<file path="src/rtl/array_cnt_pkg.sv">
// Shared types and default sizes for the counter array and its threshold monitor.
package array_cnt_pkg;

  localparam int W_DEF = 6;
  localparam int N_DEF = 8;

  typedef enum logic {
    RAISE = 1'b0,
    CLEAR = 1'b1
  } evt_type_e;

endpackage : array_cnt_pkg

</file>
<file path="src/rtl/array_cnt_monitor_if.sv">
// Valid/ready event channel from the threshold monitor to its consumer.
interface array_cnt_monitor_if #(
  parameter int W   = array_cnt_pkg::W_DEF,
  parameter int IDW = $clog2(array_cnt_pkg::N_DEF)
) ();
  import array_cnt_pkg::*;

  logic           evt_valid;
  logic           evt_ready;
  logic [IDW-1:0] evt_id;
  evt_type_e      evt_type;
  logic [W-1:0]   evt_cnt;

  modport master (
    output evt_valid, evt_id, evt_type, evt_cnt,
    input  evt_ready
  );

  modport slave (
    input  evt_valid, evt_id, evt_type, evt_cnt,
    output evt_ready
  );

endinterface : array_cnt_monitor_if

</file>
<file path="src/rtl/array_cnt_monitor_out_reg.sv">
// Single-entry valid/ready output register; tells the scanner when a new event may load.
module cnt_mon_out_reg
  import array_cnt_pkg::*;
#(
  parameter int W   = W_DEF,
  parameter int IDW = $clog2(N_DEF)
) (
  input  logic                clk,
  input  logic                rst_n,
  input  logic                load_i,
  input  logic [IDW-1:0]      id_i,
  input  evt_type_e           type_i,
  input  logic [W-1:0]        cnt_i,
  output logic                slot_free_o,
  array_cnt_monitor_if.master evt
);

  logic           valid_q, valid_d;
  logic [IDW-1:0] id_q, id_d;
  evt_type_e      type_q, type_d;
  logic [W-1:0]   cnt_q, cnt_d;

  // Free when empty, or when the held event is being taken this very cycle.
  assign slot_free_o = !valid_q || evt.evt_ready;

  always_comb begin
    // NOTE: every always_comb output gets a default first so no latch is inferred.
    valid_d = valid_q;
    id_d    = id_q;
    type_d  = type_q;
    cnt_d   = cnt_q;
    if (load_i) begin
      valid_d = 1'b1;
      id_d    = id_i;
      type_d  = type_i;
      cnt_d   = cnt_i;
    end else if (evt.evt_ready) begin
      valid_d = 1'b0;
    end
  end

  always_ff @(posedge clk or negedge rst_n) begin
    // NOTE: sequential state uses non-blocking assignments so all flops update together.
    if (!rst_n) begin
      valid_q <= 1'b0;
      id_q    <= '0;
      type_q  <= RAISE;
      cnt_q   <= '0;
    end else begin
      valid_q <= valid_d;
      id_q    <= id_d;
      type_q  <= type_d;
      cnt_q   <= cnt_d;
    end
  end

  assign evt.evt_valid = valid_q;
  assign evt.evt_id    = id_q;
  assign evt.evt_type  = type_q;
  assign evt.evt_cnt   = cnt_q;

endmodule : cnt_mon_out_reg

</file>
<file path="src/rtl/array_cnt_monitor.sv">
// Round-robin threshold monitor with hysteresis over a counter array.
// Optional ARRAY_CNT_MON_IRQ_EN adds a registered irq output (OR of all alarms).
module array_cnt_monitor
  import array_cnt_pkg::*;
#(
  parameter int W   = W_DEF,
  parameter int N   = N_DEF,
  parameter int IDW = $clog2(N)
) (
  input  logic                clk,
  input  logic                rst_n,
  input  logic                en,
  input  logic [W-1:0]        cnt [N],
  input  logic [W-1:0]        thr_hi,
  input  logic [W-1:0]        thr_lo,
  output logic [N-1:0]        alarm,
  array_cnt_monitor_if.master evt
`ifdef ARRAY_CNT_MON_IRQ_EN
  ,
  output logic                irq
`endif
);

  logic [IDW-1:0] ptr_q, ptr_d;
  logic [N-1:0]   alarm_q, alarm_d;
  logic           slot_free;
  logic           advance;
  logic           load;
  evt_type_e      load_type;
  logic [W-1:0]   cur_cnt;

  assign advance = en && slot_free;
  assign cur_cnt = cnt[ptr_q];

  always_comb begin
    ptr_d     = ptr_q;
    alarm_d   = alarm_q;
    load      = 1'b0;
    load_type = RAISE;
    if (advance) begin
      ptr_d = (ptr_q == IDW'(N - 1)) ? '0 : ptr_q + IDW'(1);
      if (!alarm_q[ptr_q] && (cur_cnt >= thr_hi)) begin
        alarm_d[ptr_q] = 1'b1;
        load           = 1'b1;
        load_type      = RAISE;
      end else if (alarm_q[ptr_q] && (cur_cnt <= thr_lo) && (cur_cnt < thr_hi)) begin
        // The < thr_hi guard stops raise/clear ping-pong when thr_lo >= thr_hi.
        alarm_d[ptr_q] = 1'b0;
        load           = 1'b1;
        load_type      = CLEAR;
      end
    end
  end

  always_ff @(posedge clk or negedge rst_n) begin
    if (!rst_n) begin
      ptr_q   <= '0;
      alarm_q <= '0;
    end else begin
      ptr_q   <= ptr_d;
      alarm_q <= alarm_d;
    end
  end

  assign alarm = alarm_q;

  cnt_mon_out_reg #(
    .W   (W),
    .IDW (IDW)
  ) u_out_reg (
    .clk         (clk),
    .rst_n       (rst_n),
    .load_i      (load),
    .id_i        (ptr_q),
    .type_i      (load_type),
    .cnt_i       (cur_cnt),
    .slot_free_o (slot_free),
    .evt         (evt)
  );

`ifdef ARRAY_CNT_MON_IRQ_EN
  logic irq_q;

  always_ff @(posedge clk or negedge rst_n) begin
    if (!rst_n) begin
      irq_q <= 1'b0;
    end else begin
      irq_q <= |alarm_q;
    end
  end

  assign irq = irq_q;
`endif

endmodule : array_cnt_monitor

</file>
<file path="src/flat_wrapper.sv">
// flat-port wrapper written by rule: the top's interface ports become plain ports
module array_cnt_monitor_flat import array_cnt_pkg::*;
#(
  parameter int W   = W_DEF,
  parameter int N   = N_DEF,
  parameter int IDW = $clog2(N)
)
  (clk, rst_n, en, cnt, thr_hi, thr_lo, alarm, evt_evt_valid, evt_evt_id, evt_evt_type, evt_evt_cnt, evt_evt_ready);
  array_cnt_monitor_if #(.W(W), .IDW(IDW)) evt_i ();
  input  logic clk;
  input  logic rst_n;
  input  logic en;
  input  logic [W-1:0] cnt[N];
  input  logic [W-1:0] thr_hi;
  input  logic [W-1:0] thr_lo;
  output logic [N-1:0] alarm;
  output wire logic [$bits(evt_i.evt_valid)-1:0] evt_evt_valid;
  output wire logic [$bits(evt_i.evt_id)-1:0] evt_evt_id;
  output wire logic [$bits(evt_i.evt_type)-1:0] evt_evt_type;
  output wire logic [$bits(evt_i.evt_cnt)-1:0] evt_evt_cnt;
  input wire logic [$bits(evt_i.evt_ready)-1:0] evt_evt_ready;
  assign evt_evt_valid = evt_i.evt_valid;
  assign evt_evt_id = evt_i.evt_id;
  assign evt_evt_type = evt_i.evt_type;
  assign evt_evt_cnt = evt_i.evt_cnt;
  assign evt_i.evt_ready = evt_evt_ready;
  array_cnt_monitor #(.W(W), .N(N), .IDW(IDW)) u_core (.clk(clk), .rst_n(rst_n), .en(en), .cnt(cnt), .thr_hi(thr_hi), .thr_lo(thr_lo), .alarm(alarm), .evt(evt_i));
endmodule
</file>
<file path="config.mk">
export PLATFORM = sky130hd
export DESIGN_NAME = array_cnt_monitor_flat
export DESIGN_NICKNAME = d
export VERILOG_FILES = /design/src/rtl/array_cnt_pkg.sv /design/src/rtl/array_cnt_monitor_if.sv /design/src/rtl/array_cnt_monitor_out_reg.sv /design/src/rtl/array_cnt_monitor.sv /design/src/flat_wrapper.sv
export SDC_FILE = /design/constraint.sdc
export NUM_CORES = 1
export LEC_CHECK = 0
export CAP_MARGIN = 20
export CORE_UTILIZATION = 28
export CTS_CLUSTER_SIZE = 28
export DETAILED_ROUTE_END_ITERATION = 12
export PLACE_DENSITY_LB_ADDON = 0.08
export SLEW_MARGIN = 20
export SYNTH_ARGS = -nofsm -noshare
export SYNTH_HDL_FRONTEND = slang
export SYNTH_SLANG_ARGS = --single-unit
</file>
<file path="constraint.sdc">
create_clock -name clk -period 3.7 [get_ports clk]
set_input_delay 0.74 -clock clk [delete_from_list [all_inputs] [get_ports clk]]
set_output_delay 0.74 -clock clk [all_outputs]
set_load 0.05 [all_outputs]
</file>
==> summary.md, run 1 <==
| Metric | Value |
|---|---|
| Result of the run | `complete, no violations` |
| Most common cell after layout, fill and taps aside | `sky130_fd_sc_hd__clkdlybuf4s50_1` |
| Crit path cell chain | `clkdlybuf4s50_1, mux2_2, a22oi_1, o221ai_1, buf_4, ha_1, a21oi_1, o21ai_0, o2111a_1, nor2_4, mux2_4` |
| Y dimension of the die | `81.4 microns` |
| Dominant combinational cell family by area after synthesis | `multiplexers` |
| Register area | `552 sq um` |
| CP Launch Point | `cnt[11]` |
| Number of buffers inserted during clock tree synthesis | `3` |
| Total Power | `0.00253 W` |
| Syn Area/Cell | `10.0 sq um` |
| Uppermost routed layer | `met4` |
| Share of the synthesized area in the top cell type | `31.2%` |
| Number of maximum-capacitance constraint violations | `0` |
| Total inserted antenna cells | `0` |
| Number of nets in the layout | `346` |
| Endpoint class of the critical path | `flop` |
| Cell types occupying the most area after synthesis | `sky130_fd_sc_hd__dfrtp_1 31%, sky130_fd_sc_hd__ha_1 9.9%, sky130_fd_sc_hd__mux4_2 7.7%` |
| Highest clock frequency the design can meet | `287 MHz` |
| Part of the total power dissipated in the clock network | `7.0%` |
| Final instance count without filler cells | `342` |
| Share of synthesized cell area in and, or, nand and nor gates | `11.7%` |
| Clock tree from TritonCTS | `done` |
| Minimum clock period after layout | `3.49 ns` |
| Via count normalized by instance count | `4.82` |
| Buffers inserted by post-CTS timing repair | `0` |
| Residual DRC | `0` |
| Number of synthesized flops with an enable pin | `0` |
| Net Sw Frac | `47.2%` |
| Pin count of the biggest net entering global routing | `23` |
| Worst hold path class | `in -> async` |
| Endpoints failing setup | `0` |
| Library cell with the largest summed area after synthesis | `sky130_fd_sc_hd__dfrtp_1` |
| Detailed placer's ending HPWL | `4.09 mm` |
| Placed insts | `338` |
| Routed len/inst | `14.6 microns` |
| Normalized max-slew margin | `62.4%` |
| Area of the placeable core | `0.00599 sq mm` |
| Critical path start-end classification | `in -> reg` |
| Pin slew with the least headroom to its limit | `0.558 ns` |
| Die boundary width | `81.4 microns` |
| Async S/R FF share, synth | `100%` |
| Finished Core Util | `46.7%` |
| Adder-cell share of the synthesized area | `9.92%` |
| Met2 wire length | `2.53 mm` |
| Flip-flop cell with the highest count after synthesis | `sky130_fd_sc_hd__dfrtp_1` |
| Delay-heaviest family, CP | `compound AO/OA/AOI/OAI gates` |
| Area of the die | `0.00663 sq mm` |
| Combinational Power Share | `73.6%` |
| RSZ-0062 raised after global routing | `false` |
| Element type at the critical path start | `input port` |
| Effective utilization at floorplan | `29.5%` |
| Startpoint of the lowest-slack register-to-register path | `u_core.ptr_q[0]` |
| Via count of the first global-routing pass | `1720` |
| Port Buf Inserts | `82` |
| Total track usage | `17.2%` |
| Req. time, crit path | `3.86 ns` |
| Syn Nets | `254` |
| Commonest cells after routing, fill and taps aside | `81 x sky130_fd_sc_hd__clkdlybuf4s50_1, 21 x sky130_fd_sc_hd__dfrtp_1, 16 x sky130_fd_sc_hd__inv_1, 16 x sky130_fd_sc_hd__buf_4` |
| Sink count of the clock tree | `22` |
| Wire length of the first global-routing pass | `8.57 mm` |
| Area used by multi-input combinational logic | `0.00110 sq mm` |
| Mux cell area share after synthesis | `23.0%` |
| Share of final-layout standard cells stronger than drive strength 1 | `17.2%` |
| Synth Instances | `176` |
| Worst clock skew | `0.00850 ns` |
| Count of cell types in the netlist | `37` |
| Number of rows in the core area | `28` |
| Number of fill cells in the layout | `570` |
| Crit share post-route | `94.3%` |
| Count of pins on the block boundary | `83` |
| Power share of the sequential group | `19.4%` |
| Worst path max stage delay | `0.39 ns` |
| Max Buffers Root-to-Sink | `2` |
| Master cell of the clock root buffer | `sky130_fd_sc_hd__clkbuf_8` |
| Cell leakage power | `1.24 nW` |
| RD Place Congestion | `0.731` |
| Mapped cell area | `0.00177 sq mm` |
| Number of antenna violations at the first check in global routing | `0` |
| Detailed Route WL | `5.00 mm` |
| Worst VDD drop | `0.405 mV` |
| Sum of overflow across all layers after global routing | `0` |
| Number of hold-slack violations in the final timing report | `0` |
| Met3 WL | `197 microns` |
| Clock slew seen by the registers of the worst setup and hold paths | `0.09 ns` |
| Post-route ant nets | `0` |
| WP buf/inv | `2` |
| Synthesis-stage register bit count | `22` |
| Starting DRC count in detailed routing | `36` |
| Post-synthesis sequential area ratio | `31.2%` |
| Pint | `0.00134 W` |
| Number of H-tree levels | `1` |
| First-pass iteration count of the detailed router | `4` |
| Pwr/cell area | `904 mW/mm^2` |
| XOR/XNOR share of the synthesized area | `0%` |
| Signed area change from the synthesized netlist to the final layout | `58.5%` |
| Number of warnings issued by yosys | `0` |
| Total count of max-transition violations in the final report | `0` |
| Arrival time of data at the critical path endpoint | `3.65 ns` |
| Via count | `1647` |
| Compound-Gate Fraction of Synth Area | `17.5%` |
| Net switching component of the power | `0.00119 W` |
| Maximum fanout encountered on the critical timing path | `9` |
| Highest-delay cell along the critical path | `sky130_fd_sc_hd__clkdlybuf4s50_1` |
| Clk Latency, worst-skew pair | `0.26 ns` |
| Routed length on met1 | `2.23 mm` |
## layer usage
layer | vias to the layer above | GRT usage, %
met5 | - | 0
met4 | 0 | 3.93
met3 | 4 | 3.03
met2 | 37 | 30.1
met1 | 773 | 21.6
li1 | 833 | -
## what timing repair did
item / 4_1_cts / 5_1_grt
gates resized for setup: 0 / 1
hold buffers: 0 / 0
setup endpoints to repair: 0 / 18
## cell type report
cell class | count | area share (%)
Multi-Input combinational cell | 126 | 39.2
Timing Repair Buffer | 98 | 33.5
Sequential cell | 22 | 19.7
Tap cell | 75 | 3.35
Inverter | 17 | 2.28
Clock buffer | 4 | 1.97
## stage by stage
stage	cell area, sq um	hold WS [ns]	setup TNS, ns	setup slack [ns]
finish	2800	0.431	0	0.211
CTS	2800	0.523	0	0.0952
global placement	2750	0.496	-1.03	-0.114
detailed placement	2750	0.502	-1.18	-0.112
global route	2800	0.459	0	0.0481
floorplan	1770	0.444	0	0.315
## worst register-to-register path, delay by kind of cell, from the launching register on
family | cells | cell delay [ns]
mux | 3 | 1.19
flops | 1 | 0.62
compound gates | 2 | 0.56
simple gates | 2 | 0.40
fa+ha+maj | 1 | 0.28
buf+inv | 1 | 0.14
## power by group through the flow
stage | clock [W] | sequential (W) | combinational (W)
2_1_floorplan | 0 | 0.000750 | 0.00102
3_3_place_gp | 0 | 0.000499 | 0.00187
3_5_place_dp | 0 | 0.000503 | 0.00188
4_1_cts | 0.000184 | 0.000497 | 0.00189
5_1_grt | 0.000203 | 0.000516 | 0.00205
6_report | 0.000176 | 0.000492 | 0.00186
## cell usage after synthesis (4+ instances only)
cell type and count:
sky130_fd_sc_hd__clkbuf_1 6, sky130_fd_sc_hd__mux2i_1 7, sky130_fd_sc_hd__nor2_1 9, sky130_fd_sc_hd__o21ai_0 6, sky130_fd_sc_hd__inv_1 16, sky130_fd_sc_hd__a21oi_1 12, sky130_fd_sc_hd__a22oi_1 4, sky130_fd_sc_hd__mux4_2 6
sky130_fd_sc_hd__nand2b_1 4, sky130_fd_sc_hd__ha_1 14, sky130_fd_sc_hd__a32o_1 7, sky130_fd_sc_hd__mux2_4 8, sky130_fd_sc_hd__nand3_1 7, sky130_fd_sc_hd__nand2_1 14, sky130_fd_sc_hd__mux2_2 6, sky130_fd_sc_hd__dfrtp_1 22
## kinds of logic (layout without fill, tap and decap cells)
kind of cell	after synthesis	after routing
AND/OR/NAND/NOR	43	43
AO/OA/AOI/OAI	41	41
flip-flops	22	22
multiplexers	28	28
adder cells (fa/ha/maj)	14	14
buffers and inverters	28	119
## final timing paths
| path | endpoint | slack, ns | cells past startpoint |
|---|---|---|---|
| worst max register to register | u_core.u_out_reg.evt.evt_cnt[1] | 0.39 | 9 |
| max in group asynchronous | u_core.ptr_q[2] | 2.88 | 1 |
| worst min register to register | u_core.u_out_reg.evt.evt_cnt[2] | 0.52 | 1 |
| min in group clk | u_core.u_out_reg.evt.evt_cnt[2] | 0.52 | 1 |
| worst min-delay path | u_core.u_out_reg.evt.evt_cnt[2] | 0.43 | 1 |
| worst max-delay path | u_core.u_out_reg.evt.evt_cnt[1] | 0.21 | 11 |
(Power assumes the default switching activity.)
==> run 2: changes to the inputs <==
Settings changed: CAP_MARGIN 20 to 30.
==> summary.md, run 2 (synthesis gave the netlist of run 1 again) <==
| Metric | Value |
|---|---|
| Worst path max stage delay | `0.39 ns (about the same)` |
| Highest-delay cell along the critical path | `sky130_fd_sc_hd__clkdlybuf4s50_1` |
| Pin slew with the least headroom to its limit | `0.604 ns (+0.0463 ns)` |
| Worst hold path class | `reg -> reg` |
| Endpoints failing setup | `0 (unchanged)` |
| Req. time, crit path | `3.86 ns (about the same)` |
| Die boundary width | `81.4 microns (unchanged)` |
| Number of buffers inserted during clock tree synthesis | `3 (unchanged)` |
| Area of the placeable core | `0.00599 sq mm (unchanged)` |
| Port Buf Inserts | `82 (unchanged)` |
| Pin count of the biggest net entering global routing | `18 (-22%)` |
| Sink count of the clock tree | `22 (unchanged)` |
| Final instance count without filler cells | `343 (+0.29%)` |
| Placed insts | `339 (+0.30%)` |
| Element type at the critical path start | `input port` |
| Share of final-layout standard cells stronger than drive strength 1 | `17.5% (+0.31 points)` |
| Delay-heaviest family, CP | `compound AO/OA/AOI/OAI gates` |
| Total negative slack | `0 ns (unchanged)` |
| Minimum clock period after layout | `3.52 ns (+0.0327 ns)` |
| Via count | `1651 (+0.24%)` |
| Signed area change from the synthesized netlist to the final layout | `59.8%` |
| Most common cell after layout, fill and taps aside | `sky130_fd_sc_hd__clkdlybuf4s50_1` |
| Crit share post-route | `95.2% (+0.88 points)` |
| Register area | `552 sq um (unchanged)` |
| Number of antenna violations at the first check in global routing | `0 (unchanged)` |
| Pwr/cell area | `901 mW/mm^2 (-0.39%)` |
| Master cell of the clock root buffer | `sky130_fd_sc_hd__clkbuf_8` |
| Buffers inserted by post-CTS timing repair | `0 (unchanged)` |
| Effective utilization at floorplan | `29.5% (unchanged)` |
| RD Place Congestion | `0.731 (unchanged)` |
| Total track usage | `16.9% (-0.25 points)` |
| Detailed Route WL | `5.04 mm (+0.74%)` |
| Commonest cells after routing, fill and taps aside | `82 x sky130_fd_sc_hd__clkdlybuf4s50_1, 21 x sky130_fd_sc_hd__dfrtp_1, 16 x sky130_fd_sc_hd__inv_1, 16 x sky130_fd_sc_hd__buf_4` |
| Hold-fix buffer count after cts | `0 (unchanged)` |
| Via count normalized by instance count | `4.81 (about the same)` |
| Number of fill cells in the layout | `588 (+3.2%)` |
| Sum of overflow across all layers after global routing | `0 (unchanged)` |
| Clock tree from TritonCTS | `done` |
| Number of maximum-capacitance constraint violations | `0 (unchanged)` |
| Total Power | `0.00254 W (+0.46%)` |
| Area of the die | `0.00663 sq mm (unchanged)` |
| Number of hold-slack violations in the final timing report | `0 (unchanged)` |
| Worst clock skew | `0.00797 ns (-0.000531 ns)` |
| Number of nets in the layout | `347 (+0.29%)` |
| Area used by multi-input combinational logic | `0.00110 sq mm (unchanged)` |
| Total inserted antenna cells | `0 (unchanged)` |
| Crit path cell chain | `clkdlybuf4s50_1, mux2_2, a22oi_1, o221ai_1, buf_4, ha_1, a21oi_1, o21ai_0, o2111a_1, nor2_4, mux2_4` |
| Max Buffers Root-to-Sink | `2 (unchanged)` |
| WP buf/inv | `2 (unchanged)` |
| Number of H-tree levels | `1 (unchanged)` |
| Clk Latency, worst-skew pair | `0.27 ns (about the same)` |
| Detailed placer's ending HPWL | `4.16 mm (+1.7%)` |
| Count of pins on the block boundary | `83 (unchanged)` |
| Via count of the first global-routing pass | `1715 (-0.29%)` |
| RSZ-0062 raised after global routing | `false` |
| Residual DRC | `0 (unchanged)` |
| Highest clock frequency the design can meet | `284 MHz (-0.93%)` |
| Cell leakage power | `1.24 nW (+0.49%)` |
| Starting DRC count in detailed routing | `36 (unchanged)` |
| Normalized max-slew margin | `59.3% (-3.1 points)` |
| Critical path start-end classification | `in -> reg` |
| Post-route ant nets | `0 (unchanged)` |
| Wire length of the first global-routing pass | `8.42 mm (-1.7%)` |
| Endpoint class of the critical path | `flop` |
| Arrival time of data at the critical path endpoint | `3.68 ns (+0.03 ns)` |
| Worst VDD drop | `0.393 mV (-2.9%)` |
| Result of the run | `complete, no violations` |
| Clock slew seen by the registers of the worst setup and hold paths | `0.09 ns (about the same)` |
| Y dimension of the die | `81.4 microns (unchanged)` |
| Maximum fanout encountered on the critical timing path | `9 (unchanged)` |
| Routed len/inst | `14.7 microns (+0.45%)` |
| Total count of max-transition violations in the final report | `0 (unchanged)` |
| Number of rows in the core area | `28 (unchanged)` |
| First-pass iteration count of the detailed router | `6 (+2)` |
## run 2: stage by stage
| step | util (%) | hold slack, ns | area [sq um] | setup slack (ns) |
|---|---|---|---|---|
| finish | 47.1 | 0.517 | 2820 | 0.178 |
| global route | 47.1 | 0.534 | 2820 | 0.0156 |
| CTS | 47.0 | 0.523 | 2820 | 0.0764 |
| detailed placement | 46.1 | 0.502 | 2760 | -0.114 |
| global placement | 45.8 | 0.496 | 2750 | -0.114 |
| floorplan | - | 0.444 | 1770 | 0.315 |
## run 2: layout make-up
class                      instances  share of cell area [%]
multi-input combinational        126                    38.9
timing repair buffer              99                    33.9
sequential                        22                    19.6
tap                               75                    3.33
inverter                          17                    2.39
clock buffer                       4                    1.95
## run 2: repair_timing
action | in CTS | in global routing
resized for setup | 0 | 2
setup endpoints to repair | 0 | 18
hold endpoints to repair | 0 | 0
## run 2: metal layers
metal,GRT usage (%),up-vias,wire length [microns]
li1,-,833,-
met1,20.6,776,2260
met2,30.0,36,2530
met3,3.26,6,187
met4,4.64,0,63
met5,0,-,0
## run 2: final timing paths
path / slack (ns) / cells past startpoint / to / startpoint
max: 0.18 / 11 / u_core.u_out_reg.evt.evt_cnt[1] / cnt[11]
min: 0.52 / 1 / u_core.u_out_reg.evt.evt_cnt[2] / u_core.u_out_reg.evt.evt_cnt[2]
max reg2reg: 0.37 / 9 / u_core.u_out_reg.evt.evt_cnt[1] / u_core.ptr_q[0]
min reg2reg: 0.52 / 1 / u_core.u_out_reg.evt.evt_cnt[2] / u_core.u_out_reg.evt.evt_cnt[2]
max in group asynchronous: 2.35 / 2 / async pin / rst_n
min in group asynchronous: 0.85 / 1 / u_core.u_out_reg.evt.evt_cnt[5] / rst_n
## run 2: report_power, final
group          internal (W)  leakage [nW]  switching, W  total, W
clock network     0.0000949        0.0288     0.0000828  0.000178
registers          0.000357         0.262      0.000135  0.000492
logic              0.000887         0.951      0.000985   0.00187
total               0.00134          1.24       0.00120   0.00254
==> run 3: changes to the inputs <==
Settings changed: SLEW_MARGIN 20 to default.
==> results of run 3 <==
Final layout, timing and power as in run 2 (identical DEF).
